### src/rtl/ipgu_addr_gen.sv
// Raster address generator for the IPGU. Walks a numWindows x numWindows grid of
// WIN_SIZE x WIN_SIZE windows, row-major across windows and raster order inside each
// window, advancing one pixel per incX. Coordinates and window origins are registered;
// window ends, the packed RAM address and lastWindow are derived combinationally.
module ipgu_addr_gen #(
  parameter int unsigned RAM_ADDR_WIDTH = 18,
  parameter int unsigned WIN_SIZE       = 20
) (
  input  logic                          clk,
  input  logic                          rst_n,
  input  logic                          start,
  input  logic                          incX,
  input  logic [3:0]                    numWindows,
  output logic [RAM_ADDR_WIDTH/2-1:0]   addrX,
  output logic [RAM_ADDR_WIDTH/2-1:0]   addrY,
  output logic [RAM_ADDR_WIDTH/2-1:0]   addrXBegin,
  output logic [RAM_ADDR_WIDTH/2-1:0]   addrXEnd,
  output logic [RAM_ADDR_WIDTH/2-1:0]   addrYBegin,
  output logic [RAM_ADDR_WIDTH/2-1:0]   addrYEnd,
  output logic [RAM_ADDR_WIDTH-1:0]     ramAddr,
  output logic [7:0]                    windowIdx,
  output logic                          lastWindow,
  output logic                          frameDone,
  output logic                          busy
);

  localparam int unsigned CW = RAM_ADDR_WIDTH / 2;
  // Grid arithmetic is one bit wider than a coordinate so a full 15-window row (300)
  // or a span equal to 2^CW compares without wrapping.
  localparam logic [CW:0]   WIN_EXT = (CW+1)'(WIN_SIZE);
  localparam logic [CW-1:0] WIN_M1  = CW'(WIN_SIZE - 1);

  logic [CW-1:0] x_q, x_d, y_q, y_d;
  logic [CW-1:0] xb_q, xb_d, yb_q, yb_d;
  logic [7:0]    idx_q, idx_d;
  logic [3:0]    nw_q, nw_d;
  logic          busy_q, busy_d;
  logic          fd_q, fd_d;

  logic [CW-1:0] x_end, y_end;
  logic [CW:0]   span, xb_next, yb_next;
  logic          col_last, row_last;

  assign x_end    = xb_q + WIN_M1;
  assign y_end    = yb_q + WIN_M1;
  assign span     = (CW+1)'(nw_q) * WIN_EXT;
  assign xb_next  = {1'b0, xb_q} + WIN_EXT;
  assign yb_next  = {1'b0, yb_q} + WIN_EXT;
  assign col_last = (xb_next == span);
  assign row_last = (yb_next == span);

  // Next-state: start restarts the level, otherwise incX steps pixel/row/window/frame.
  always_comb begin
    x_d    = x_q;
    y_d    = y_q;
    xb_d   = xb_q;
    yb_d   = yb_q;
    idx_d  = idx_q;
    nw_d   = nw_q;
    busy_d = busy_q;
    fd_d   = 1'b0;
    if (start) begin
      x_d    = '0;
      y_d    = '0;
      xb_d   = '0;
      yb_d   = '0;
      idx_d  = '0;
      nw_d   = numWindows;
      busy_d = (numWindows != 4'd0);
    end else if (incX && busy_q) begin
      if (x_q != x_end) begin
        x_d = x_q + 1'b1;
      end else if (y_q != y_end) begin
        x_d = xb_q;
        y_d = y_q + 1'b1;
      end else if (!col_last) begin
        xb_d  = xb_next[CW-1:0];
        x_d   = xb_next[CW-1:0];
        y_d   = yb_q;
        idx_d = idx_q + 8'd1;
      end else if (!row_last) begin
        xb_d  = '0;
        yb_d  = yb_next[CW-1:0];
        x_d   = '0;
        y_d   = yb_next[CW-1:0];
        idx_d = idx_q + 8'd1;
      end else begin
        x_d    = '0;
        y_d    = '0;
        xb_d   = '0;
        yb_d   = '0;
        idx_d  = '0;
        busy_d = 1'b0;
        fd_d   = 1'b1;
      end
    end
  end

  // State registers with asynchronous active-low reset.
  always_ff @(posedge clk or negedge rst_n) begin
    if (!rst_n) begin
      x_q    <= '0;
      y_q    <= '0;
      xb_q   <= '0;
      yb_q   <= '0;
      idx_q  <= '0;
      nw_q   <= '0;
      busy_q <= 1'b0;
      fd_q   <= 1'b0;
    end else begin
      x_q    <= x_d;
      y_q    <= y_d;
      xb_q   <= xb_d;
      yb_q   <= yb_d;
      idx_q  <= idx_d;
      nw_q   <= nw_d;
      busy_q <= busy_d;
      fd_q   <= fd_d;
    end
  end

  assign addrX      = x_q;
  assign addrY      = y_q;
  assign addrXBegin = xb_q;
  assign addrYBegin = yb_q;
  assign addrXEnd   = x_end;
  assign addrYEnd   = y_end;
  assign ramAddr    = {y_q, x_q};
  assign windowIdx  = idx_q;
  assign lastWindow = busy_q & col_last & row_last;
  assign frameDone  = fd_q;
  assign busy       = busy_q;

endmodule

### config.mk
export PLATFORM = sky130hd
export DESIGN_NAME = ipgu_addr_gen
export DESIGN_NICKNAME = d
export VERILOG_FILES = /design/src/rtl/ipgu_addr_gen.sv
export SDC_FILE = /design/constraint.sdc
export NUM_CORES = 1
export LEC_CHECK = 0
export BUFFER_PORTS_ARGS = -buffer_cell sky130_fd_sc_hd__buf_2
export CAP_MARGIN = 20
export CORE_MARGIN = 1.5
export CORE_UTILIZATION = 51
export CTS_CLUSTER_SIZE = 8
export DETAILED_ROUTE_END_ITERATION = 16
export GPL_TIMING_DRIVEN = 0
export PLACE_DENSITY = 0.84
export SYNTH_ARGS = -nofsm -noshare
export SYNTH_HDL_FRONTEND = slang
export SYNTH_SLANG_ARGS = --single-unit
### constraint.sdc
create_clock -name clk -period 3.95 [get_ports clk]
set_input_delay 0.1975 -clock clk [delete_from_list [all_inputs] [get_ports clk]]
set_output_delay 0.1975 -clock clk [all_outputs]
set_load 0.01 [all_outputs]
[Word level (Yosys, flattened, before mapping)]
Cells that the tools add are included.
Operators by class
  multipliers: 1
  add/subtract/negate cells: 7
  equal/unequal tests: 6
  bitwise gates (word level): 2
  reduce and logical (&&, ||, !) cells: 8
  multiplexer cells: 36
Operators by type and width (number)
  9-bit 2-to-1 mux: 18
  8-bit 2-to-1 mux: 6
  9-bit by 5-bit adder with 10-bit output, second input constant: 2
  10-bit by 9-bit == test with 1-bit output: 2
  9-bit by 1-bit adder with 9-bit output, second input constant: 2
  9-bit by 5-bit adder with 9-bit output, second input constant: 2
  9-bit != test: 2
  1-bit 2-to-1 mux: 12
  8-bit by 1-bit adder with 8-bit output, second input constant: 1
  4-bit by 3-bit multiplier with 7-bit output, second input constant: 1
  2-bit nonzero test: 3
  5-bit AND reduction: 1
  2-bit != test, second input constant: 2
  4-bit nonzero test: 1
  3-bit AND reduction: 1
  1-bit bitwise AND: 2
  2-bit AND reduction: 1
  1-bit logical AND: 1
Storage, ports and cells
  register bits: 50
  bits of input ports: 8
  logic and storage cells: 68
  output and inout bits: 83

[Logic depth before layout (Yosys ltp)]
  depth in word-level cells: 8
  depth in mapped cells: 13
  gate-level depth less buffers: 11

[Worst setup path before layout]
OpenSTA, ideal clock, no wires.
  kind: reg2reg
  from: register nw_q[1]
  to: register busy_q, in the netlist busy
  period minus slack after synthesis: 3.246 ns
  buffers on the path: 2
  path slack: 0.704 ns
  arrival: 3.112 ns
  setup time: 0.133 ns
  required time: 3.817 ns
  cell stages (with the launch flop): 14
  path through: dfrtp_1 -> ha_1 -> ha_1 -> fa_1 -> xnor2_1 -> xor2_1 -> xnor2_1 -> o2111ai_1 -> or3_1 -> clkbuf_1 -> and2_1 -> clkbuf_1 -> nor2_1 -> o22ai_1
Between the ends
  cells in the longest elaborated chain, start to end: 4
  elaborated cells on any way between the ends: 6
  those cells by class: 1 x mul; 2 x eq/ne; 3 x reduce/logical
Ends and longest elaborated chain
  start, declared: RTL line 36  | logic [3:0] nw_q, nw_d;
  start signal, assigned: RTL line 116  | nw_q <= nw_d;
  4-bit by 3-bit multiplier with 7-bit output *: RTL line 46  | assign span = (CW+1)'(nw_q) * WIN_EXT;
  10-bit by 9-bit == test with 1-bit output, on equally long branches: RTL line 50, 49
  2-bit nonzero test (no line)
  5-bit AND reduction (no line) *
  end signal, assigned: RTL line 117  | busy_q <= busy_d;
  end, declared: RTL line 37  | logic busy_q, busy_d;
Mark *: on every way between the ends. The rest lies on a longest branch, timed or not.
A chain may end at the register's enable or synchronous reset.

[Worst setup path after layout]
  from: register nw_q[3]
  to: register busy_q, in the netlist busy
Same word-level chain as after synthesis.

==> impl_results.md <==
* Routed wire length at 12070 um
* Crit path time final at 3.769 ns
* Yosys Warn Count at 0
* Clock tree buffer depth at 2
* Initial Util at 0.5298
* Total power at 1.104 mW
* Number of synthesized flops with an enable pin at 0
* Internal power at roughly 770 uW
* Final HPWL DP at 9236 um
* Worst reg-to-reg path cell count at 13
* Ys flop type: dfrtp_1
* Pre-CTS WS at roughly 0.19 ns
* Mapped Area at approximately 4100 um^2
* Global placer's final weighted congestion at 0.9636
* Max Clk Rate at between 0.2 and 0.3 GHz
* Post-synthesis instance total at 489
* Worst Path Arrival at 3.93 ns
* Post-synth top cells: dfrtp_1 (50), o21ai_0 (48), nand2_1 (38)
* Die Area at ~8600 um^2
* Comb power frac at 0.209
* Die height at between 90 and 100 um
* Sequential share of power at 0.499
* Worst IR drop on VDD at ~0.00012 V
* Number of antenna violations at the first check in global routing at 0
* R2R setup slack at about 0.18 ns
* Vias in the first global route at 4009
* CP Max Fanout at 6
* Final instance area at approximately 4800 um^2
* Final Skew at approximately 0.012 ns
* R2r endpoint: busy
* Crit. Startpoint: nw_q[3]
* Final Hold Viols at 0
* Worst min path class: input pin to register
* Area grow syn2layout at 17.54%
* MaxCap Viol Count at 0
* CTS clk-pin slew, worst paths at 0.09 ns
* Seq/Total Area, Yosys at 0.3040
* Post-synth top area share at 0.3040
* DRC viols at 0
* CTS root buffer: clkbuf_8
* Synth top area cells: dfrtp_1 (30%), xnor2_1 (6.8%), o21ai_0 (5.8%), xor2_1 (4.5%), buf_4 (3.5%)
* Placed insts at 681
* Switching share of power at 0.3024
* Worst Setup End Kind: register
* Non-filler instance count after layout at between 600 and 700
* Synth Register Bits at 50
* Outcome: finished clean
* Total grt overflow at 0
* Drt pass-1 iters at 6
* Placed inst area at 4708 um^2
* Worst Setup Slack, final at approximately 0.18 ns
* CP Launch Type: register
* Slew headroom at 0.4437
* Total GRT Usage at 0.2849
* WL/cell at 17.47 um
* Syn Area/Cell at roughly 8.4 um^2
* H-tree levels at 2
* Via count at 4140
* Final period utilization at 0.9541
* Number of DRC markers in iteration 0 at between 300 and 400
* Core area at around 8000 um^2
* Vias/cell at around 6
* Clk pwr share at 0.292
* Sw Pwr at between 300 and 400 uW
* Pleak at roughly 2.3 nW
* CP Class: register to register
* Worst slew pin tran at ~0.83 ns
* Cell area power density at approximately 230 nW/um^2
* IO Port Bufs at between 80 and 90
* CTS tree: done
* Hold_sp: numWindows[0]
* # nets final at slightly above 600
* CTS Buf Count at 5
* Post-route ant nets at 0
* First-pass GRT wire length at roughly 19000 um
* Final Max Tran Viols at 0
* Asr flop ratio synth at 1.000
* I/O pin cnt at 91
* Cell taking the most area after synthesis: dfrtp_1
* N_diodes at 0
* Clk sinks at 50
* Final setup violation count at 0
* CP Capture Point: busy
* Syn Nets at between 500 and 600
* Row count at 32
* Chip width at 92.83 um
* Largest net degree at the start of global routing at 34
* Worst R2R Start: nw_q[3]
* Req. time, crit path at between 4 and 5 ns
* Clock latency on the worst-skew pair at approximately 0.32 ns
* Layout cells sized above 1 at 0.2615
* Fill cell count at slightly above 700
* Top-count cell post-synth: dfrtp_1
* Cell variety after synth at 62
-- area by class of cell --
class | count | area (um^2) | share of cell area
Multi-Input combinational cell | 374 | 2544 | 0.5259
Sequential cell | 50 | 1251 | 0.2587
Timing Repair Buffer | 92 | 483.0 | 0.09984
Buffer | 46 | 269.0 | 0.05561
Tap cell | 102 | 127.6 | 0.02638
Clock buffer | 7 | 86.33 | 0.01785
Inverter | 19 | 71.32 | 0.01474
Clock inverter | 1 | 5.005 | 0.001035
-- sequential cells by signal, summed over array words and instances, names as in the netlist --
register    count
addrXBegin      9
addrX           9
addrYBegin      9
addrY           9
windowIdx       8
nw_q            4
busy            1
frameDone       1
-- worst max-delay path, stage by stage (launching register included) --
cell	delay, ns
dfrtp_1	0.47
ha_1	0.31
ha_1	0.23
fa_1	0.55
xnor2_2	0.19
xnor2_1	0.15
o21ai_0	0.20
nand4_1	0.27
or3_1	0.39
clkbuf_1	0.19
and2_1	0.19
clkbuf_1	0.17
nor2_2	0.19
o22ai_1	0.12
-- metal layers --
layer	global-route usage	vias to the layer above	routed length [um]
met1	0.3706	1957	4927
li1	-	1931	-
met4	0.1237	0	428
met2	0.4672	218	5771
met3	0.04433	34	945
met5	0	-	0
-- layout by cell type (no fill, tap or decap), types with 4 or more instances in the layout --
master    synthesis  final
nand4_1           6      6
buf_4            19     20
o21ai_0          48     48
xor2_1           21     21
dfrtp_1          50     50
o22ai_1           4      4
o31ai_1           6      6
nand3b_1          4      4
inv_1            18     18
a22oi_1           4      4
a211oi_1          4      4
nand3_1          21     21
buf_2            14    103
ha_1             11     11
xnor2_1          32     30
and2_1            4      4
nor2_1           36     34
xnor3_1           4      4
clkbuf_8          0      6
o211ai_1          7      7
nand2b_1          7      7
a21oi_1          24     24
nor3b_1           4      4
nor4_1            6      6
nor3_1            8      8
and3_1            8      8
clkbuf_1         11     12
mux2_2            6      6
nand2_1          38     38
a21o_1            6      6
nor2b_1           4      4
a31oi_1           4      4
-- power groups by stage --
| stage | registers (mW) | clock network, mW | logic, mW |
|---|---|---|---|
| floorplan | 0.560 | 0 | 0.149 |
| CTS | 0.550 | 0.324 | 0.221 |
| global placement | 0.560 | 0 | 0.212 |
| global route | 0.555 | 0.346 | 0.255 |
| finish | 0.551 | 0.322 | 0.231 |
| detailed placement | 0.560 | 0 | 0.220 |
-- cell families after synthesis --
logic type / after synthesis / synth area share
buffers and inverters: 65 / 0.08270
XOR/XNOR: 59 / 0.1462
AND/OR/NAND/NOR: 159 / 0.1973
AO/OA/AOI/OAI: 135 / 0.2077
multiplexers: 9 / 0.02371
adder cells (fa/ha/maj): 12 / 0.03831
flip-flops: 50 / 0.3040
-- worst min-delay path by stage --
stage                     depth (start not counted)  slack, ns             to
after floorplan                                   0       -0.1  addrXBegin[0]
after global placement                            2       0.44        nw_q[1]
after detailed placement                          1       0.17       addrX[7]
after CTS                                         2       0.14        nw_q[2]
after global routing                              2       0.13        nw_q[2]
final                                             2       0.13        nw_q[0]
-- metrics by stage --
stage / TNS [ns] / utilization / hold slack, ns
2_1_floorplan: 0 / - / -0.09809
3_3_place_gp: 0 / 0.6036 / 0.4444
3_5_place_dp: 0 / 0.6062 / 0.1738
4_1_cts: 0 / 0.6192 / 0.1387
5_1_grt: -0.09629 / 0.6227 / 0.1349
6_report: 0 / 0.6227 / 0.1325
-- timing repair --
action,4_1_cts,5_1_grt
resized for setup,0,4
setup endpoints to repair,0,17
setup buffers,0,1
hold buffers,1,0
endpoints found under the hold margin,17,0
Note: power is estimated with default switching activity, not from simulation.
